## config.mk

```make
export PLATFORM = sky130hd
export DESIGN_NAME = sdp_rd_arb_flat
export DESIGN_NICKNAME = d
export VERILOG_FILES = /design/src/rtl/sdp_rd_arb_pkg.sv /design/src/rtl/dti.sv /design/src/rtl/sdp_rd_arb_tag_fifo.sv /design/src/rtl/sdp_rd_arb.sv /design/src/flat_wrapper.sv
export SDC_FILE = /design/constraint.sdc
export NUM_CORES = 1
export LEC_CHECK = 0
export CAP_MARGIN = 20
export CORE_UTILIZATION = 32
export CTS_BUF_LIST = sky130_fd_sc_hd__clkbuf_16
export CTS_CLUSTER_SIZE = 40
export DETAILED_ROUTE_END_ITERATION = 8
export PLACE_DENSITY_LB_ADDON = 0.12
export SLEW_MARGIN = 20
export SYNTH_ARGS = -nofsm -noshare
export SYNTH_HDL_FRONTEND = slang
export SYNTH_SLANG_ARGS = --single-unit
```

## constraint.sdc

```tcl
create_clock -name clk -period 4.94 [get_ports clk]
set_clock_uncertainty 0.1 [all_clocks]
set_input_delay 0.988 -clock clk [delete_from_list [all_inputs] [get_ports clk]]
set_output_delay 0.988 -clock clk [all_outputs]
set_load 0.1 [all_outputs]
```

## src/rtl/sdp_rd_arb_pkg.sv

```systemverilog
// Shared types and helpers for the sdp read-port arbiter.
package sdp_rd_arb_pkg;

    typedef logic req_id_t;

    localparam req_id_t REQ0 = 1'b0;
    localparam req_id_t REQ1 = 1'b1;

    function automatic int clog2p1(input int n);
        return $clog2(n) + 1;
    endfunction

endpackage

```

## src/rtl/dti.sv

```systemverilog
// Valid/ready transfer interface: a transfer happens when valid and ready are both high.
interface dti #(
    parameter int W = 16
) ();
    logic         valid;
    logic         ready;
    logic [W-1:0] data;

    modport producer (output valid, output data, input ready);
    modport consumer (input valid, input data, output ready);
endinterface

```

## src/rtl/sdp_rd_arb_tag_fifo.sv

```systemverilog
// In-order FIFO of client IDs, one entry per read in flight.
// The caller only pushes when not full or when a pop happens in the same cycle.
module sdp_rd_arb_tag_fifo
    import sdp_rd_arb_pkg::*;
#(
    parameter int DEPTH = 4,
    localparam int AW = $clog2(DEPTH)
) (
    input  logic          clk,
    input  logic          rst,
    input  logic          i_push,
    input  req_id_t       i_id,
    input  logic          i_pop,
    output logic          o_full,
    output logic          o_empty,
    output req_id_t       o_head,
    output logic [AW:0]   o_count
);

    // Extra MSB on each pointer separates full from empty when the indices match.
    logic [AW:0] r_wp;
    logic [AW:0] r_rp;
    req_id_t     r_mem [DEPTH];

    always_ff @(posedge clk or posedge rst) begin
        if (rst) begin
            r_wp <= '0;
            r_rp <= '0;
        end else begin
            if (i_push) r_wp <= r_wp + (AW+1)'(1);
            if (i_pop)  r_rp <= r_rp + (AW+1)'(1);
        end
    end

    always_ff @(posedge clk) begin
        if (i_push) r_mem[r_wp[AW-1:0]] <= i_id;
    end

    assign o_empty = (r_wp == r_rp);
    assign o_full  = (r_wp[AW] != r_rp[AW]) && (r_wp[AW-1:0] == r_rp[AW-1:0]);
    assign o_head  = r_mem[r_rp[AW-1:0]];
    assign o_count = r_wp - r_rp;

endmodule

```

## src/rtl/sdp_rd_arb.sv

```systemverilog
// Two-client arbiter for the sdp read port with in-order response steering.
// Define SDP_RD_ARB_FIXED_PRIO_EN for fixed priority (client 0 wins); default is round-robin.
module sdp_rd_arb
    import sdp_rd_arb_pkg::*;
#(
    parameter int W_ADDR    = 16,
    parameter int W_DATA    = 16,
    parameter int MAX_OUTST = 4
) (
    input  logic                             clk,
    input  logic                             rst,
    dti.consumer                             req0_addr_if,
    dti.consumer                             req1_addr_if,
    dti.producer                             req0_data_if,
    dti.producer                             req1_data_if,
    dti.producer                             mem_addr_if,
    dti.consumer                             mem_data_if,
    output logic [clog2p1(MAX_OUTST)-1:0]    outst_o
);

    logic              w_v0;
    logic              w_v1;
    logic [W_ADDR-1:0] w_a0;
    logic [W_ADDR-1:0] w_a1;
    logic [W_DATA-1:0] w_rdata;
    req_id_t           w_gnt;
    req_id_t           w_head;
    logic              w_full;
    logic              w_empty;
    logic              w_issue_ok;
    logic              w_mvalid;
    logic              w_push;
    logic              w_mrdy;
    logic              w_pop;

    assign w_v0 = req0_addr_if.valid;
    assign w_v1 = req1_addr_if.valid;
    assign w_a0 = req0_addr_if.data;
    assign w_a1 = req1_addr_if.data;

`ifdef SDP_RD_ARB_FIXED_PRIO_EN
    assign w_gnt = w_v0 ? REQ0 : REQ1;
`else
    // r_pri only moves on an issue, so a stalled grant stays put.
    req_id_t r_pri;

    assign w_gnt = (w_v0 && w_v1) ? r_pri : (w_v1 ? REQ1 : REQ0);

    always_ff @(posedge clk or posedge rst) begin
        if (rst)         r_pri <= REQ0;
        else if (w_push) r_pri <= ~w_gnt;
    end
`endif

    // A same-cycle pop frees the slot, so a full FIFO still sustains one issue per cycle.
    assign w_issue_ok = !w_full || w_pop;
    assign w_mvalid   = (w_v0 || w_v1) && w_issue_ok;
    assign w_push     = w_mvalid && mem_addr_if.ready;

    assign mem_addr_if.valid  = w_mvalid;
    assign mem_addr_if.data   = (w_gnt == REQ1) ? w_a1 : w_a0;
    assign req0_addr_if.ready = (w_gnt == REQ0) && mem_addr_if.ready && w_issue_ok;
    assign req1_addr_if.ready = (w_gnt == REQ1) && mem_addr_if.ready && w_issue_ok;

    assign w_rdata            = mem_data_if.data;
    assign req0_data_if.data  = w_rdata;
    assign req1_data_if.data  = w_rdata;
    assign req0_data_if.valid = !w_empty && (w_head == REQ0) && mem_data_if.valid;
    assign req1_data_if.valid = !w_empty && (w_head == REQ1) && mem_data_if.valid;

    assign w_mrdy            = !w_empty && ((w_head == REQ1) ? req1_data_if.ready : req0_data_if.ready);
    assign mem_data_if.ready = w_mrdy;
    assign w_pop             = w_mrdy && mem_data_if.valid;

    sdp_rd_arb_tag_fifo #(
        .DEPTH   (MAX_OUTST)
    ) u_tag_fifo (
        .clk     (clk),
        .rst     (rst),
        .i_push  (w_push),
        .i_id    (w_gnt),
        .i_pop   (w_pop),
        .o_full  (w_full),
        .o_empty (w_empty),
        .o_head  (w_head),
        .o_count (outst_o)
    );

endmodule

```

## src/flat_wrapper.sv

```systemverilog
// flat-port wrapper written by rule: the top's interface ports become plain ports
module sdp_rd_arb_flat import sdp_rd_arb_pkg::*;
#(
    parameter int W_ADDR    = 16,
    parameter int W_DATA    = 16,
    parameter int MAX_OUTST = 4
)
  (clk, rst, outst_o, req0_addr_if_valid, req0_addr_if_data, req0_addr_if_ready, req1_addr_if_valid, req1_addr_if_data, req1_addr_if_ready, req0_data_if_valid, req0_data_if_data, req0_data_if_ready, req1_data_if_valid, req1_data_if_data, req1_data_if_ready, mem_addr_if_valid, mem_addr_if_data, mem_addr_if_ready, mem_data_if_valid, mem_data_if_data, mem_data_if_ready);
  dti #(.W(16)) req0_addr_if_i ();
  dti #(.W(16)) req1_addr_if_i ();
  dti #(.W(16)) req0_data_if_i ();
  dti #(.W(16)) req1_data_if_i ();
  dti #(.W(16)) mem_addr_if_i ();
  dti #(.W(16)) mem_data_if_i ();
  input  logic clk;
  input  logic rst;
  output logic [clog2p1(MAX_OUTST)-1:0] outst_o;
  input wire logic [$bits(req0_addr_if_i.valid)-1:0] req0_addr_if_valid;
  input wire logic [$bits(req0_addr_if_i.data)-1:0] req0_addr_if_data;
  output wire logic [$bits(req0_addr_if_i.ready)-1:0] req0_addr_if_ready;
  input wire logic [$bits(req1_addr_if_i.valid)-1:0] req1_addr_if_valid;
  input wire logic [$bits(req1_addr_if_i.data)-1:0] req1_addr_if_data;
  output wire logic [$bits(req1_addr_if_i.ready)-1:0] req1_addr_if_ready;
  output wire logic [$bits(req0_data_if_i.valid)-1:0] req0_data_if_valid;
  output wire logic [$bits(req0_data_if_i.data)-1:0] req0_data_if_data;
  input wire logic [$bits(req0_data_if_i.ready)-1:0] req0_data_if_ready;
  output wire logic [$bits(req1_data_if_i.valid)-1:0] req1_data_if_valid;
  output wire logic [$bits(req1_data_if_i.data)-1:0] req1_data_if_data;
  input wire logic [$bits(req1_data_if_i.ready)-1:0] req1_data_if_ready;
  output wire logic [$bits(mem_addr_if_i.valid)-1:0] mem_addr_if_valid;
  output wire logic [$bits(mem_addr_if_i.data)-1:0] mem_addr_if_data;
  input wire logic [$bits(mem_addr_if_i.ready)-1:0] mem_addr_if_ready;
  input wire logic [$bits(mem_data_if_i.valid)-1:0] mem_data_if_valid;
  input wire logic [$bits(mem_data_if_i.data)-1:0] mem_data_if_data;
  output wire logic [$bits(mem_data_if_i.ready)-1:0] mem_data_if_ready;
  assign req0_addr_if_i.valid = req0_addr_if_valid;
  assign req0_addr_if_i.data = req0_addr_if_data;
  assign req0_addr_if_ready = req0_addr_if_i.ready;
  assign req1_addr_if_i.valid = req1_addr_if_valid;
  assign req1_addr_if_i.data = req1_addr_if_data;
  assign req1_addr_if_ready = req1_addr_if_i.ready;
  assign req0_data_if_valid = req0_data_if_i.valid;
  assign req0_data_if_data = req0_data_if_i.data;
  assign req0_data_if_i.ready = req0_data_if_ready;
  assign req1_data_if_valid = req1_data_if_i.valid;
  assign req1_data_if_data = req1_data_if_i.data;
  assign req1_data_if_i.ready = req1_data_if_ready;
  assign mem_addr_if_valid = mem_addr_if_i.valid;
  assign mem_addr_if_data = mem_addr_if_i.data;
  assign mem_addr_if_i.ready = mem_addr_if_ready;
  assign mem_data_if_i.valid = mem_data_if_valid;
  assign mem_data_if_i.data = mem_data_if_data;
  assign mem_data_if_ready = mem_data_if_i.ready;
  sdp_rd_arb #(.W_ADDR(W_ADDR), .W_DATA(W_DATA), .MAX_OUTST(MAX_OUTST)) u_core (.clk(clk), .rst(rst), .req0_addr_if(req0_addr_if_i), .req1_addr_if(req1_addr_if_i), .req0_data_if(req0_data_if_i), .req1_data_if(req1_data_if_i), .mem_addr_if(mem_addr_if_i), .mem_data_if(mem_data_if_i), .outst_o(outst_o));
endmodule
```

# After elaboration in Yosys (flattened, before gate mapping)
# Memories as Yosys holds them, arrays and structs flattened.
# Cells that the tools add are included.
# totals
ram_bits,4
n_memories,1
elab_cells,36
register_bits,7
# memory_table
name,words,word_bits,rd,rd_ports_with_merged_regs,wr,line_no,text
u_core.u_tag_fifo.r_mem,4,1,1,0,1,sdp_rd_arb_tag_fifo.sv:23,req_id_t r_mem [DEPTH];
# op_classes
muxes,6
n_bitwise,2
n_addsub,3
n_eq_ne,3
reduce_logical,18
# ops
operator,n
$mux W16,1
$logic_and A1 B1 Y1,14
$add A3 B1 Y3 const B,2
$mux W1,5
$eq A3 B3 Y1,1
$sub A3 B3 Y3,1
$eq A2 B2 Y1,1
$logic_not A1 Y1,2
$logic_or A1 B1 Y1,2
$not A1 Y1,2
$ne A1 B1 Y1,1

# Depth between registers and ports, before layout
# Gate-level depths: netlist of the first run.
# depth
word_depth,9
mapped_depth,7
mapped_depth_nobuf,7

# Hierarchy
# A second synthesis of the first run with hierarchy kept.
# hier_totals
hier_cells,117
hier_area_um2,1172.4
# modules_own_cells
module,area_each_um2,seq_area_each_um2,cells_each,n_inst
sdp_rd_arb,636.9,25.0,74,1
sdp_rd_arb_tag_fifo,535.5,270.3,43,1

# Worst setup path before layout of the first run
# No wires, ideal clock.
# synth_timing
kind,input to output
start,input port req0_addr_if_valid
end,output port req0_addr_if_ready
slack_ns,0.641
cell_stages,5
arrival_ns,3.211
cell_sequence,inv_1 -> o21ai_1 -> clkinv_1 -> clkbuf_1 -> nor2_1
# synth_between
elab_chain_len,5
# synth_rtl
item,line_no,text
"start, declared",flat_wrapper.sv:18,input wire logic [$bits(req0_addr_if_i.valid)-1:0] req0_addr_if_valid;
$logic_and A1 B1 Y1,sdp_rd_arb.sv:47,assign w_gnt = (w_v0 && w_v1) ? r_pri : (w_v1 ? REQ1 : REQ0);
$mux W1,sdp_rd_arb.sv:47,
via u_core.u_tag_fifo.i_id,sdp_rd_arb_tag_fifo.sv:12,"input req_id_t i_id,"
$not A1 Y1,sdp_rd_arb.sv:62,assign req0_addr_if.ready = (w_gnt == REQ0) && mem_addr_if.ready && w_issue_ok;
$logic_and A1 B1 Y1 (2 in series),sdp_rd_arb.sv:62,
"end, declared",flat_wrapper.sv:20,output wire logic [$bits(req0_addr_if_i.ready)-1:0] req0_addr_if_ready;
# The timed path passes the listed nets, and every way through them passes these cells.

# Final worst setup path of the first run
# layout_timing
start,input port req0_addr_if_valid
end,output port req0_addr_if_ready
# layout_between
elab_chain_len,5
# layout_rtl
item,line_no
$logic_and A1 B1 Y1,sdp_rd_arb.sv:47
$mux W1,sdp_rd_arb.sv:47
$not A1 Y1,sdp_rd_arb.sv:62
$logic_and A1 B1 Y1 (2 in series),sdp_rd_arb.sv:62
# Every way passes these cells.

==> reports/qor.yml, run 1 <==
final_cell_area_um2: 1810
syn_nets: 209
power_leakage_nw: 0.848
period_share_pct: 81.9
synth_edf_count: 4
grt_pass1_wl_um: 4200
critical_path.startpoint_type: "input pin"
synth_area_per_cell_um2: 7.67
cts_root_buf: "sky130_fd_sc_hd__clkbuf_16"
netlist_area_um2: 1110
floorplan.core_area_um2: 3340
critPathRequiredTime_ps: 3850
routed_wl_um: 2560
port_buffers: 64
drt.antenna.violating_nets: 0
crit-reg2reg-capture: "u_core.u_tag_fifo.r_mem[0]"
via_per_inst: 4.37
num_vias: 987
rows: 21
postSynthRegisterBits: 11
synth.top_cell.area_share_pct: 21.6
finalWorstPathRequiredPeriod_ps: 4040
top_ports: 113
layout-area-overhead-vs-synth_pct: 62.4
drtPass1Iterations: 4
floorplan.die.width_um: 61.0
routedWlPerCell_um: 11.3
die_span_in_y_um: 61.0
tightest_slew_ps: 962
cts_resized: 0
worst_hold_check_path_type: "reg -> reg"
timing.final.max_slew_violations: 0
mostFrequentLayoutCell: "sky130_fd_sc_hd__nand2_1"
starting_drc_count_in_detailed_routing: 28
gp_congestion: 0.747
clock_tree.buffer_depth: 2
fmax_ghz: 0.247
hold_viol_final: 0
tritoncts_clock_tree: "built"
post-route-util_pct: 54.1
irDropWorstVdd_uv: 252
power_per_cell_area_nw_per_um2: 795
post-route-drc-count: 0
synthesis.instances: 145
finalSetupViolCount: 0
outcome: "finished, final reports clean"
synth.distinct_cells: 25
synth.yosys.seq_area_share_pct: 26.5
post_route_cells_drive_above_1_share_pct: 18.3
hpwlAfterDp_um: 2160
finalNetCount: 245
tritoncts.num_buffers: 3
r2r-start: "u_core.u_tag_fifo.r_rp[0]"
critPathLaunch: "req0_addr_if_valid"
synth_top_area_cell: "sky130_fd_sc_hd__buf_4"
antenna_violations_before_repair: 0
die_area_um2: 3720
grtUsageTotal_pct: 15.5
clock-sinks: 11
cts_htree_levels: 1
floorplan.initialDensity_pct: 33.3
reg2reg_depth: 5
worst_path_max_delay_cell: "sky130_fd_sc_hd__clkdlybuf4s50_1"
critical_path_arrival_ps: 2960
timing.slew.headroom_pct: 35.7
post_cts_hold_buffers: 0
ys.warnings.count: 0
synthArstFlopShare_pct: 63.6
worst_setup_hold_path_clk_slew_ps: 40
max_cap_violations: 0
skew_pair_late_insertion_delay_ps: 240
cp-end-kind: "output pin"
ys_dominant_reg_cell: "sky130_fd_sc_hd__dfrtp_1"
timing.setup.critical_path_class: "in -> out"
timing.critical_path.cells: "clkdlybuf4s50_1 > inv_1 > o21ai_1 > buf_4 > clkinv_1 > nor2_1 > buf_12"
unrepaired_setup_endpoints_after_global_routing: "no"
dpl-instance-area_um2: 1730
most_used_cells_in_the_layout_excluding_fill_and_tap_cells: "52 x sky130_fd_sc_hd__nand2_1, 42 x sky130_fd_sc_hd__clkdlybuf4s50_1, 17 x sky130_fd_sc_hd__buf_12"
fin_tns_setup_ps: 0
worst_setup_path_endpoint: "req0_addr_if_ready"
grt_pass1_vias: 1014
critPathMaxStageDelay_ps: 530
critPathMaxFanout: 21
num_antenna_cells: 0
numPlacedInstances: 222
synth_area_leaders: "sky130_fd_sc_hd__buf_4 22%, sky130_fd_sc_hd__nand2_1 18%, sky130_fd_sc_hd__dfrtp_1 16%"
instances_no_fill: 226
largest_net_degree_at_the_start_of_global_routing: 22
cts.repair_timing.setup_buffer_count: 0
regToRegSetupSlack_ps: 2730
globalRoute.totalOverflow: 0
[metrics by stage]
step	setup WS (ps)	total power, mW	hold WS [ps]
CTS	851	1.45	386
finish	895	1.44	382
detailed placement	880	1.30	379
global route	700	1.52	423
floorplan	641	1.12	362
global placement	923	1.29	379
[cell families after synthesis]
| family | count (synthesis) | synth area share, % |
|---|---|---|
| buffers and inverters | 43 | 25.3 |
| AND/OR/NAND/NOR | 65 | 23.8 |
| multiplexers | 3 | 4.61 |
| XOR/XNOR | 6 | 4.72 |
| adder cells (fa/ha/maj) | 8 | 9.67 |
| flip-flops | 11 | 26.5 |
| AO/OA/AOI/OAI | 9 | 5.29 |
[Yosys cell counts, types with 2 or more instances]
| cell | count |
|---|---|
| sky130_fd_sc_hd__edfxtp_1 | 4 |
| sky130_fd_sc_hd__ha_1 | 7 |
| sky130_fd_sc_hd__dfrtp_1 | 7 |
| sky130_fd_sc_hd__clkbuf_1 | 2 |
| sky130_fd_sc_hd__inv_1 | 8 |
| sky130_fd_sc_hd__o21ai_0 | 3 |
| sky130_fd_sc_hd__and2_1 | 3 |
| sky130_fd_sc_hd__xor2_1 | 2 |
| sky130_fd_sc_hd__nor2_1 | 7 |
| sky130_fd_sc_hd__xnor2_1 | 4 |
| sky130_fd_sc_hd__nand2_1 | 52 |
| sky130_fd_sc_hd__a31oi_1 | 2 |
| sky130_fd_sc_hd__buf_4 | 32 |
[area by class of cell]
| class | count | area (um2) |
|---|---|---|
| fill | 328 | 1530 |
| timing repair buffer | 65 | 806 |
| multi-input combinational | 91 | 536 |
| sequential | 11 | 295 |
| clock buffer | 3 | 75.1 |
| tap | 46 | 57.6 |
| inverter | 9 | 33.8 |
| clock inverter | 1 | 3.75 |
[metal layers]
| metal | track usage [%] | wire (um) | vias to the layer above |
|---|---|---|---|
| li1 | - | - | 490 |
| met1 | 16.6 | 949 | 424 |
| met2 | 23.7 | 1130 | 70 |
| met3 | 10.9 | 441 | 3 |
| met4 | 6.49 | 30 | 0 |
| met5 | 0 | 0 | - |
[where the power goes]
group | switching [mW] | leakage (nW) | total [mW] | internal, mW
registers | 0.0349 | 0.119 | 0.169 | 0.134
clock network | 0.0370 | 0.0423 | 0.143 | 0.106
logic | 0.798 | 0.686 | 1.12 | 0.326
[how the worst min path moves through the flow]
| stage | from | end | slack (ps) | depth (start not counted) |
|---|---|---|---|---|
| 6_report | u_core.u_tag_fifo.r_wp[2] | u_core.u_tag_fifo.r_wp[2] | 380 | 1 |
| 3_3_place_gp | u_core.u_tag_fifo.r_wp[2] | u_core.u_tag_fifo.r_wp[2] | 380 | 1 |
| 5_1_grt | u_core.u_tag_fifo.r_wp[2] | u_core.u_tag_fifo.r_wp[2] | 420 | 1 |
| 2_1_floorplan | u_core.u_tag_fifo.r_wp[2] | u_core.u_tag_fifo.r_wp[2] | 360 | 1 |
| 4_1_cts | u_core.u_tag_fifo.r_wp[2] | u_core.u_tag_fifo.r_wp[2] | 390 | 1 |
| 3_5_place_dp | u_core.u_tag_fifo.r_wp[2] | u_core.u_tag_fifo.r_wp[2] | 380 | 1 |
[flip-flops by register name, summed over array words and instances (netlist names)]
register,flops
u_core.r_pri,1
u_core.u_tag_fifo.r_rp,3
u_core.u_tag_fifo.r_wp,3
u_core.u_tag_fifo.r_mem,4
[critical path, delay by kind of cell]
kind                   cells  cell delay, ps
AOI/OAI and AO/OA          1             120
and+or+nand+nor            1             360
buffers and inverters      5            1480
Power figures use the tool's default switching activity.
==> run 2: changes to the inputs <==
--- a/config.mk
+++ b/config.mk
@@ -6,7 +6,7 @@
 export NUM_CORES = 1
 export LEC_CHECK = 0
 export CAP_MARGIN = 20
-export CORE_UTILIZATION = 32
+export CORE_UTILIZATION = 26
 export CTS_BUF_LIST = sky130_fd_sc_hd__clkbuf_16
 export CTS_CLUSTER_SIZE = 40
 export DETAILED_ROUTE_END_ITERATION = 8
==> constraint.sdc (replaced) <==
create_clock -name clk -period 3.5 [get_ports clk]
set_clock_uncertainty 0.1 [all_clocks]
set_input_delay 0.7 -clock clk [delete_from_list [all_inputs] [get_ports clk]]
set_output_delay 0.7 -clock clk [all_outputs]
set_load 0.1 [all_outputs]
==> run 2 against run 1 <==
  * Clock power rose by 43%
  * Combinational power grew 46%
  * Die area grew 22%
  * Largest power group unchanged
==> reports/qor.yml, run 2 (synthesis gave the netlist of run 1 again) <==
met2WireLength_um: 1260  # was 1130 um
cp-end-kind: "output pin"  # unchanged
num_vias: 968  # was 987
cts.repair_timing.setup_buffer_count: 0  # unchanged
dpl-instance-area_um2: 1790  # was 1730 um2
period_share_pct: 92.2
die_span_in_y_um: 67.4  # was 61.0 um
critical_path_arrival_ps: 2430  # was 2960 ps
timing.slew.headroom_pct: 67.3  # was 35.7%
met1_length_um: 977  # was 949 um
clockPowerShare_pct: 9.9  # was 10.0%
comb_power_share_pct: 78.8  # was 78.3%
routedWlPerCell_um: 11.9  # was 11.3 um
floorplan.core_area_um2: 4060  # was 3340 um2
regToRegSetupSlack_ps: 1270  # was 2730 ps
post-route-drc-count: 0  # unchanged
drt.antenna.violating_nets: 0  # unchanged
via_per_inst: 4.19  # was 4.37
largest_net_degree_at_the_start_of_global_routing: 19  # was 22
reg2reg_depth: 5  # unchanged
worst_hold_check_path_type: "reg -> reg"  # unchanged
cts_htree_levels: 1  # unchanged
grtUsageTotal_pct: 13.7  # was 15.5%
post_cts_hold_buffers: 0  # unchanged
mostFrequentLayoutCell: "sky130_fd_sc_hd__nand2_1"  # unchanged
finalSetupViolCount: 0  # unchanged
cts_resized: 0  # unchanged
layout-area-overhead-vs-synth_pct: 67.8  # was 62.4%
floorplan.die.width_um: 67.4  # was 61.0 um
power_leakage_nw: 0.871  # was 0.848 nW
timing.setup.critical_path_class: "reg -> out"  # was in -> out
max_cap_violations: 0  # unchanged
totalPowerFinal_mw: 2.08  # was 1.44 mW
grt_pass1_vias: 1010  # was 1014
fmax_ghz: 0.310
worst_setup_hold_path_clk_slew_ps: 40  # about the same
floorplan.initialDensity_pct: 27.4  # was 33.3%
cts_root_buf: "sky130_fd_sc_hd__clkbuf_16"  # unchanged
hold_viol_final: 0  # unchanged
power_report.internal_total_mw: 0.837  # was 0.566 mW
critPathLaunch: "u_core.u_tag_fifo.r_rp[0]"  # was req0_addr_if_valid
switchingPower_mw: 1.24  # was 0.870 mW
critical_path.startpoint_type: "flip-flop"  # was input pin
largest_register_ff_count: 4  # unchanged
worst_setup_path_endpoint: "req0_addr_if_ready"  # unchanged
tritoncts.num_buffers: 3  # unchanged
power_per_cell_area_nw_per_um2: 1110  # was 795 nW/um2
starting_drc_count_in_detailed_routing: 37  # was 28
irDropWorstVdd_uv: 714  # was 252 uV
crit-reg2reg-capture: "u_core.u_tag_fifo.r_mem[0]"  # unchanged
clock-sinks: 11  # unchanged
critPathMaxFanout: 4  # was 21
tritoncts_clock_tree: "built"  # unchanged
antenna_violations_before_repair: 0  # unchanged
gp_congestion: 0.697  # was 0.747
hpwlAfterDp_um: 2360  # was 2160 um
port_buffers: 64  # unchanged
routed_wl_um: 2760  # was 2560 um
seq_power_share_pct: 11.4  # was 11.8%
swShare_pct: 59.8  # was 60.6%
met3_wire_len_um: 478  # was 441 um
dr.max_layer_used: "met4"  # unchanged
final_cell_area_um2: 1870  # was 1810 um2
tightest_slew_ps: 488  # was 962 ps
post-route-util_pct: 46.0  # was 54.1%
finalNetCount: 246  # was 245
clock_tree.buffer_depth: 2  # unchanged
die_area_um2: 4540  # was 3720 um2
grt_pass1_wl_um: 4550  # was 4200 um
fin_tns_setup_ps: 0  # unchanged
timing.final.max_slew_violations: 0  # unchanged
top_ports: 113  # unchanged
post_route_cells_drive_above_1_share_pct: 21.5  # was 18.3%
finalWorstPathRequiredPeriod_ps: 3230
most_used_cells_in_the_layout_excluding_fill_and_tap_cells: "52 x sky130_fd_sc_hd__nand2_1, 39 x sky130_fd_sc_hd__clkdlybuf4s50_1, 21 x sky130_fd_sc_hd__buf_12"  # was 52 x sky130_fd_sc_hd__nand2_1, 42 x sky130_fd_sc_hd__clkdlybuf4s50_1, 17 x sky130_fd_sc_hd__buf_12
skew_pair_late_insertion_delay_ps: 240  # about the same
drtPass1Iterations: 4  # unchanged
critPathRequiredTime_ps: 2700  # was 3850 ps
rows: 23  # was 21
r2r-start: "u_core.u_tag_fifo.r_rp[0]"  # unchanged
outcome: "finished, final reports clean"  # unchanged
globalRoute.totalOverflow: 0  # unchanged
unrepaired_setup_endpoints_after_global_routing: "no"  # unchanged
num_antenna_cells: 0  # unchanged
## run 2: cell count changes in the layout (fill, tap and decap cells not counted), sizes merged
cell | previous run | this run
clkdlybuf4s50 | 42 | 39
buf | 23 | 27
## run 2: per-layer routing
layer  GRT usage (%)  up-vias
li1                -      492
met1            14.1      400
met2            21.0       73
met3            9.63        3
met4            6.38        0
met5               0        -
## run 2: worst max-delay path: stages (launching register included)
cell                      delay (ps)
sky130_fd_sc_hd__dfrtp_1         430
sky130_fd_sc_hd__mux4_2          570
sky130_fd_sc_hd__mux2i_2         200
sky130_fd_sc_hd__o21ai_0         380
sky130_fd_sc_hd__nand2_1         210
sky130_fd_sc_hd__nor2_2          190
sky130_fd_sc_hd__buf_12          200
## run 2: metrics by stage
stage	setup slack [ps]	std cells	hold slack (ps)
after detailed placement	263	227	382
after global routing	68.9	231	418
after floorplan	26.5	145	362
after global placement	287	227	383
final	274	231	386
after CTS	233	231	392
## run 2: layout make-up
| class | count | area, um2 |
|---|---|---|
| sequential | 11 | 295 |
| multi-input combinational | 91 | 541 |
| tap | 50 | 62.6 |
| clock buffer | 3 | 75.1 |
| timing repair buffer | 66 | 856 |
| fill | 388 | 2190 |
| inverter | 9 | 33.8 |
| clock inverter | 1 | 3.75 |
## run 2: power groups by stage
stage                     sequential (mW)  clock, mW  combinational [mW]
after global routing                0.247      0.219                1.73
after global placement              0.239          0                1.64
after floorplan                     0.228          0                1.36
after detailed placement            0.238          0                1.66
final                               0.236      0.205                1.64
after CTS                           0.238      0.211                1.66
## run 2: how the worst min path moves through the flow
stage / from / endpoint / depth (start not counted)
after floorplan: u_core.u_tag_fifo.r_wp[2] / u_core.u_tag_fifo.r_wp[2] / 1
after global placement: u_core.u_tag_fifo.r_wp[2] / u_core.u_tag_fifo.r_wp[2] / 1
after detailed placement: u_core.u_tag_fifo.r_rp[2] / u_core.u_tag_fifo.r_rp[2] / 1
after CTS: u_core.u_tag_fifo.r_rp[2] / u_core.u_tag_fifo.r_rp[2] / 1
after global routing: u_core.u_tag_fifo.r_rp[2] / u_core.u_tag_fifo.r_rp[2] / 1
final: u_core.u_tag_fifo.r_rp[2] / u_core.u_tag_fifo.r_rp[2] / 1
==> run 3: changes to the inputs <==
--- a/config.mk
+++ b/config.mk
@@ -10,7 +10,9 @@
 export CTS_BUF_LIST = sky130_fd_sc_hd__clkbuf_16
 export CTS_CLUSTER_SIZE = 40
 export DETAILED_ROUTE_END_ITERATION = 8
+export GPL_TIMING_DRIVEN = 0
 export PLACE_DENSITY_LB_ADDON = 0.12
+export REMOVE_ABC_BUFFERS = 1
 export SLEW_MARGIN = 20
 export SYNTH_ARGS = -nofsm -noshare
 export SYNTH_HDL_FRONTEND = slang
==> run 3 against run 2 <==
  * Non-clock buffer count up 4
  * Final cell count up 1.7%
  * Via count up 5.9%
  * Combinational power down 9%
  * Count of clock-buffer cells in the layout unchanged
  * Clock power about the same
  * Sequential cell count unchanged
  * Power down 7.0%
  * Critical path depth down 1
  * Largest power group unchanged
  * Critical path type unchanged
  * Final area down 7.2%
  * Wire length up 16%
  * Die area unchanged
==> reports/qor.yml, run 3 (synthesis gave the netlist of run 1 again) <==
clockPowerShare_pct: 10.5  # was 9.9%
top_ports: 113  # unchanged
dpl-instance-area_um2: 1570  # was 1790 um2
num_vias: 1025  # was 968
tightest_slew_ps: 970  # was 488 ps
num_antenna_cells: 0  # unchanged
die_span_in_y_um: 67.4  # unchanged
power_per_cell_area_nw_per_um2: 1120  # was 1110 nW/um2
gp_congestion: 0.723  # was 0.697
drtPass1Iterations: 3  # was 4
via_per_inst: 4.36  # was 4.19
swShare_pct: 62.7  # was 59.8%
tritoncts_clock_tree: "built"  # unchanged
detailedPlace.worstSlack_ps: -1270  # was 263 ps
hpwlAfterDp_um: 2570  # was 2360 um
layout-area-overhead-vs-synth_pct: 55.7  # was 67.8%
power_leakage_nw: 0.839  # was 0.871 nW
starting_drc_count_in_detailed_routing: 19  # was 37
footprint_of_the_multi_input_gates_um2: 547  # was 541 um2
critical_path.startpoint_type: "flip-flop"  # unchanged
outcome: "finished, final reports clean"  # unchanged
totalPowerFinal_mw: 1.94  # was 2.08 mW
most_used_cells_in_the_layout_excluding_fill_and_tap_cells: "52 x sky130_fd_sc_hd__nand2_1, 41 x sky130_fd_sc_hd__clkdlybuf4s50_1, 16 x sky130_fd_sc_hd__clkdlybuf4s15_2"  # was 52 x sky130_fd_sc_hd__nand2_1, 39 x sky130_fd_sc_hd__clkdlybuf4s50_1, 21 x sky130_fd_sc_hd__buf_12
timing.slew.headroom_pct: 35.2  # was 67.3%
floorplan.die.width_um: 67.4  # unchanged
seq_power_share_pct: 12.4  # was 11.4%
numPlacedInstances: 225  # was 227
grtUsageTotal_pct: 15.0  # was 13.7%
finalNetCount: 250  # was 246
startpoint_of_the_most_critical_hold_path: "u_core.u_tag_fifo.r_wp[2]"  # was u_core.u_tag_fifo.r_rp[2]
largest_net_degree_at_the_start_of_global_routing: 22  # was 19
comb_power_share_pct: 77.1  # was 78.8%
clock_tree.buffer_depth: 2  # unchanged
mostFrequentLayoutCell: "sky130_fd_sc_hd__nand2_1"  # unchanged
largest_register_ff_count: 4  # unchanged
post_route_cells_drive_above_1_share_pct: 20.0  # was 21.5%
postLayoutSetupSlackWorst_ps: 152  # was 274 ps
fin_worst_hold_slack_ps: 393  # was 386 ps
reg2reg_depth: 5  # unchanged
whs_endpoint: "u_core.u_tag_fifo.r_wp[2]"  # was u_core.u_tag_fifo.r_rp[2]
worst_setup_hold_path_clk_slew_ps: 40  # about the same
cp-end-kind: "output pin"  # unchanged
finalWorstPathRequiredPeriod_ps: 3350  # was 3230 ps
post_cts_hold_buffers: 0  # unchanged
post-route-util_pct: 42.7  # was 46.0%
worst_hold_check_path_type: "reg -> reg"  # unchanged
port_buffers: 64  # unchanged
fin_tns_setup_ps: 0  # unchanged
cts_root_buf: "sky130_fd_sc_hd__clkbuf_16"  # unchanged
final_cell_area_um2: 1730  # was 1870 um2
r2r-start: "u_core.u_tag_fifo.r_rp[0]"  # unchanged
critical_path_arrival_ps: 2550  # was 2430 ps
switchingPower_mw: 1.21  # was 1.24 mW
critPathMaxFanout: 4  # unchanged
instances_no_fill: 235  # was 231
floorplan.core_area_um2: 4060  # unchanged
globalRoute.totalOverflow: 0  # unchanged
floorplan.initialDensity_pct: 27.4  # unchanged
irDropWorstVdd_uv: 527  # was 714 uV
hold_viol_final: 0  # unchanged
antenna_violations_before_repair: 0  # unchanged
fmax_ghz: 0.299  # was 0.310 GHz
max_cap_violations: 0  # unchanged
finalSetupViolCount: 0  # unchanged
grt_pass1_vias: 1061  # was 1010
timing.final.max_slew_violations: 0  # unchanged
cts_htree_levels: 1  # unchanged
grt_pass1_wl_um: 5000  # was 4550 um
rows: 23  # unchanged
die_area_um2: 4540  # unchanged
timing.hold.worst_path_depth: 1  # unchanged
crit-reg2reg-capture: "u_core.u_tag_fifo.r_mem[2]"  # was u_core.u_tag_fifo.r_mem[0]
clock-sinks: 11  # unchanged
skew_pair_late_insertion_delay_ps: 230  # was 240 ps
routed_wl_um: 3200  # was 2760 um
post-route-drc-count: 0  # unchanged
routedWlPerCell_um: 13.6  # was 11.9 um
tritoncts.num_buffers: 3  # unchanged
layout.area.seq_um2: 295  # unchanged
critPathRequiredTime_ps: 2700  # about the same
regToRegSetupSlack_ps: 1280  # was 1270 ps
timing.setup.critical_path_class: "reg -> out"  # unchanged
period_share_pct: 95.7  # was 92.2%
drt.antenna.violating_nets: 0  # unchanged
power_report.internal_total_mw: 0.722  # was 0.837 mW
fillers: 392  # was 388
unrepaired_setup_endpoints_after_global_routing: "no"  # unchanged
==> run 3: layer usage <==
metal	global-route usage [%]	part of all wire, %	vias up
met2	19.8	41	87
met1	18.7	43	434
met3	9.80	15	4
li1	-	-	500
met5	10.0	0	-
met4	4.79	1.1	0
==> run 3: area by class of cell <==
cell class	count	share of cell area (%)
Tap cell	50	3.61
Inverter	9	2.24
Clock inverter	1	0.217
Sequential cell	11	17.1
Timing Repair Buffer	70	41.0
Clock buffer	3	4.34
Multi-Input combinational cell	91	31.6
==> run 3: power by group through the flow <==
stage	Sequential [mW]	Clock [mW]	Combinational, mW
2_1_floorplan	0.228	0	1.18
3_3_place_gp	0.241	0	1.49
3_5_place_dp	0.243	0	1.50
4_1_cts	0.243	0.206	1.48
5_1_grt	0.250	0.211	1.58
6_report	0.240	0.203	1.49
==> run 3: how the worst max path moves through the flow <==
stage / from / to / slack [ps] / depth (start not counted)
6_report: u_core.u_tag_fifo.r_wp[0] / outst_o[1] / 150 / 5
3_5_place_dp: req0_addr_if_valid / req0_addr_if_ready / -1270 / 6
2_1_floorplan: req0_addr_if_valid / req0_addr_if_ready / -650 / 4
4_1_cts: u_core.u_tag_fifo.r_rp[0] / mem_addr_if_valid / 4 / 5
3_3_place_gp: req0_addr_if_valid / req0_addr_if_ready / -1790 / 6
5_1_grt: u_core.u_tag_fifo.r_wp[0] / outst_o[1] / 50 / 5
==> run 3: worst max-delay path, cell delays in order, from the launching register on <==
cell	delay, ps
sky130_fd_sc_hd__dfrtp_1	390
sky130_fd_sc_hd__inv_1	150
sky130_fd_sc_hd__ha_1	190
sky130_fd_sc_hd__fa_1	410
sky130_fd_sc_hd__inv_1	60
sky130_fd_sc_hd__clkdlybuf4s50_1	1120
==> run 3: repair_timing <==
| action | CTS | global route |
|---|---|---|
| gates resized for setup | 61 | 7 |
| endpoints found under the setup margin | 20 | 22 |
| pin swaps | 0 | 1 |
| buffers inserted | 0 | 6 |
==> edit 1 (config.mk and constraints of run 2) <==
The option `SDP_RD_ARB_FIXED_PRIO_EN` is turned on by a define.
--- a/src/rtl/sdp_rd_arb.sv
+++ b/src/rtl/sdp_rd_arb.sv
@@ -2,2 +2,4 @@
 // Define SDP_RD_ARB_FIXED_PRIO_EN for fixed priority (client 0 wins); default is round-robin.
+`define SDP_RD_ARB_FIXED_PRIO_EN
+
 module sdp_rd_arb
Function: changed (Yosys sat finds a counterexample within 4 cycles, from zero or initial values and one cycle with rst high).
==> edit 1 against run 2 <==
First-iteration DRC count down 62%. Routed wire length fell by 13%. Sequential cell count decreased by 1. Power shrank 15%. Non-clock buffer count down 1. Sequential share of layout area decreased by 0.82 points. Synthesized cell count is 28% lower. Cell area is 3.5% lower. Worst setup slack improved by 0.35 ns. Core utilization up 1.4 points. Synthesized area down 4.5%. Die area fell by 4.4%. Largest power group unchanged.
==> edit 1: results (changes against run 2) <==
* Status: completed (unchanged)
* Routed WL at 2390 µm (was 2760 µm)
* Net Count, Synth at 169 (was 209)
* Worst ir drop on vdd at 0.451 mV (was 0.714 mV)
* DP HPWL at 2120 µm (was 2360 µm)
* Leak Pwr at 0.773 nW (was 0.871 nW)
* Nets at 205 (was 246)
* Post-Layout Cell Count at 188 (was 231)
* WHS Path Cells at 1 (unchanged)
* Met3 usage at 7.93% (was 9.63%)
* Synth area leaders: buf_4 23%, mux2_2 17%, dfrtp_1 14% (was buf_4 22%, nand2_1 18%, dfrtp_1 16%)
* Share of layout cells above drive strength 1 at 37.9% (was 21.5%)
* Vias in the first global route at 902 (was 1010)
* Max reg flops at 4 (unchanged)
* Crit-path max FO at 5 (was 4)
* Post-synth EDFFs at 4 (unchanged)
* Post-synth cell types at 26 (was 25)
* Met1 usage at 11.4% (was 14.1%)
* Drt pass-1 iters at 2 (was 4)
* Total GRT Usage at 11.9% (was 13.7%)
* Sequential share of the synthesized area at 25.4% (was 26.5%)
* Worst Tran Pin Value at 0.391 ns (was 0.488 ns)
* Synth cell count leaders: 32 x buf_4, 16 x mux2_2, 8 x inv_1 (was 52 x nand2_1, 32 x buf_4, 8 x inv_1)
* Reg2reg path depth at 5 (unchanged)
* Dpl cells at 184 (was 227)
* Max H-tree Level at 1 (unchanged)
* Hold endpoint: u_core.u_tag_fifo.r_rp[2] (unchanged)
* CTS clk-pin slew, worst paths at 0.04 ns (about the same)
* Internal reg-to-reg setup slack at 1.30 ns (was 1.27 ns)
* Largest net degree at the start of global routing at 20 (was 19)
* Ys async rst share at 60.0% (was 63.6%)
* Vias at 814 (was 968)
* Met2 usage at 19.9% (was 21.0%)
* GP Congestion at 0.664 (was 0.697)
* Detailed router's first-iteration violation count at 14 (was 37)
* First-pass GRT wire length at 3900 µm (was 4550 µm)
* CP max stage cell: mux4_2 (unchanged)
* Worst EP arrival at 2.07 ns (was 2.43 ns)
* Syn Inst Count at 105 (was 145)
* Clk buf depth at 2 (unchanged)
## edit 1: changes by cell type after synthesis, moves of 2 or more
cell	before	now
and3_1	0	2
mux2_2	0	16
nand2_1	52	3
nor2_1	7	3
o21ai_0	3	1
## edit 1: stage by stage
step	hold slack [ns]	cell area, µm²	utilization, %	total power [mW]	setup slack, ns
after global placement	0.385	1720	45.4	1.56	0.625
final	0.387	1800	47.4	1.76	0.627
after CTS	0.392	1800	47.4	1.78	0.566
after global routing	0.409	1800	47.4	1.85	0.491
after detailed placement	0.384	1720	45.4	1.57	0.592
after floorplan	0.362	1060	-	1.37	0.0252
## edit 1: cell families after synthesis
family,after synthesis,share of synthesized area [%]
AND/OR/NAND/NOR,16,8.83
multiplexers,19,21.8
buffers and inverters,42,26.1
adder cells (fa/ha/maj),8,10.1
AO/OA/AOI/OAI,4,2.71
flip-flops,10,25.4
XOR/XNOR,6,4.95
## edit 1: how the worst max path moves through the flow
stage                     depth (start not counted)                 end  slack, ns                      start
after floorplan                                   3   mem_data_if_ready       0.03  u_core.u_tag_fifo.r_rp[0]
after detailed placement                          6  req1_addr_if_ready       0.59          mem_data_if_valid
after CTS                                         5  req1_addr_if_ready       0.57  u_core.u_tag_fifo.r_rp[0]
after global placement                            6  req1_addr_if_ready       0.63          mem_data_if_valid
after global routing                              5  req0_addr_if_ready       0.49  u_core.u_tag_fifo.r_rp[0]
final                                             5  req1_addr_if_ready       0.63  u_core.u_tag_fifo.r_rp[0]
## edit 1: power breakdown
group	internal, mW	leakage (nW)	switching, mW	total (mW)
Sequential	0.169	0.108	0.0452	0.214
Combinational	0.416	0.627	0.933	1.35
Clock	0.149	0.0385	0.0471	0.196
Total	0.734	0.773	1.03	1.76
## edit 1: metal layers
layer,vias up,part of all wire [%]
li1,384,-
met1,366,31
met2,62,51
met3,2,16
met4,0,1.3
met5,-,0
## edit 1: area by class of cell
class                      instances  area (µm²)
clock inverter                     1        3.75
multi-input combinational         53         514
fill                             348        2000
tap                               48        60.1
sequential                        10         270
clock buffer                       3        75.1
inverter                           8        30.0
timing repair buffer              65         848
## edit 1: worst max-delay path, delay by kind of cell (launching register included)
| family | cells | cell delay (ns) |
|---|---|---|
| AOI/OAI and AO/OA | 1 | 0.20 |
| buffers and inverters | 1 | 0.18 |
| DFF | 1 | 0.44 |
| muxes | 2 | 0.78 |
| and+or+nand+nor | 1 | 0.24 |
==> edit 2 (settings of run 2) <==
Made on the original files. Reset style: synchronous (`rst`), changed in 2 clocked blocks.
--- a/src/rtl/sdp_rd_arb_tag_fifo.sv
+++ b/src/rtl/sdp_rd_arb_tag_fifo.sv
@@ -24,3 +24,3 @@
 
-    always_ff @(posedge clk or posedge rst) begin
+    always_ff @(posedge clk) begin
         if (rst) begin
--- a/src/rtl/sdp_rd_arb.sv
+++ b/src/rtl/sdp_rd_arb.sv
@@ -48,3 +48,3 @@
 
-    always_ff @(posedge clk or posedge rst) begin
+    always_ff @(posedge clk) begin
         if (rst)         r_pri <= REQ0;
Check against the original RTL: differs if rst is asserted again (counterexample within 4 cycles, from zero or initial values and one cycle with rst high); with rst held inactive, the same outputs for 10 cycles.
==> edit 2 against run 2 <==
The flow now finishes with violations (DRC). Routed wire length is 10% higher. Sequential cell count is 2 higher. Synthesized cell count is 8.3% lower. Worst setup slack better by 0.16 ns. Cell area is 6.9% higher. Synthesized area is 12% higher. Critical endpoint unchanged. Highest routed layer unchanged.
Power is not compared: it rests on default switching activity, and its combinational part moved more than twofold at a synthesized area within 25%.
==> edit 2: results (changes against run 2) <==
* Status: finished with violations (was completed)
* Failing checks: DRC
* Post-synthesis xor/xnor area fraction at 2.11% (was 4.72%)
* Worst EP arrival at 2.27 ns (was 2.43 ns)
* Worst Setup SP: u_core.u_tag_fifo.r_wp[0] (was u_core.u_tag_fifo.r_rp[0])
* CP top delay family: compound AO/OA/AOI/OAI gates (was multiplexers)
* RR Endpoint: u_core.u_tag_fifo.r_mem[1] (was u_core.u_tag_fifo.r_mem[0])
* #MultiIn Comb at 76 (was 91)
* Drt pass-1 iters at 6 (was 4)
* Slew margin rel. at 59.1% (was 67.3%)
* Signal buffers at 67 (was 66)
* Ys async rst share at 0% (was 63.6%)
* Largest net degree at the start of global routing at 23 (was 19)
* DRC Markers at 6 (was 0)
* Detailed router's first-iteration violation count at 40 (was 37)
* Dpl cells at 215 (was 227)
* Wirelength per Cell at 13.9 µm (was 11.9 µm)
* Synth cell count leaders: 33 x buf_4, 18 x mux2_2, 9 x dfxtp_1 (was 52 x nand2_1, 32 x buf_4, 8 x inv_1)
* Die ar. at 5070 µm² (was 4540 µm²)
* Sequential share of the synthesized area at 24.1% (was 26.5%)
* Post-synth cell types at 37 (was 25)
* DP HPWL at 2570 µm (was 2360 µm)
* Synth Area in Adders at 8.63% (was 9.67%)
* Crit-path max FO at 6 (was 4)
* Post-DP Area at 1920 µm² (was 1790 µm²)
* Critical path's largest stage delay at 0.40 ns (was 0.57 ns)
* Multi-input gate area at 649 µm² (was 541 µm²)
* Data buffer area share at 43.9% (was 45.8%)
* Net Count, Synth at 197 (was 209)
* Synth area leaders: buf_4 20%, mux2_2 16%, dfxtp_1 14% (was buf_4 22%, nand2_1 18%, dfrtp_1 16%)
* Sequential cell area at 300 µm² (was 295 µm²)
* Reg2reg path depth at 7 (was 5)
* Hold endpoint: u_core.u_tag_fifo.r_rp[2] (unchanged)
* GP Congestion at 0.706 (was 0.697)
* Min-delay src: u_core.u_tag_fifo.r_rp[2] (unchanged)
* CP max stage cell: o21ai_0 (was mux4_2)
* Compound-Gate Fraction of Synth Area at 11.1% (was 5.29%)
* Nets at 232 (was 246)
* Post-synthesis mux area share at 19.7% (was 4.61%)
* Vias at 1051 (was 968)
* Syn_area_per_cell at 9.37 µm² (was 7.67 µm²)
==> edit 2: cell count changes after synthesis, moves of 2 or more <==
cell / run 2 / this run
and2_2: 0 / 3
dfxtp_1: 0 / 9
mux2_2: 0 / 18
o21bai_1: 0 / 2
mux2i_1: 0 / 2
o31ai_1: 0 / 2
dfrtp_1: 7 / 0
o21ai_0: 3 / 6
nand2_1: 52 / 2
xnor2_1: 4 / 2
nand2b_1: 0 / 3
and2_1: 3 / 1
a21oi_1: 0 / 4
==> edit 2: through the flow <==
stage	util, %	hold slack, ns	worst slack (ns)
after floorplan	-	0.388	0.0187
after global placement	42.8	0.411	0.490
after detailed placement	42.8	0.415	0.418
after CTS	44.6	0.423	0.420
after global routing	44.6	0.465	0.257
final	44.6	0.426	0.433
==> edit 2: per-layer routing <==
layer  share of wire [%]  GRT usage [%]
met1                  36           12.5
met2                  51           23.3
met5                   0              0
met4                 3.4           8.67
met3                 9.2           3.38
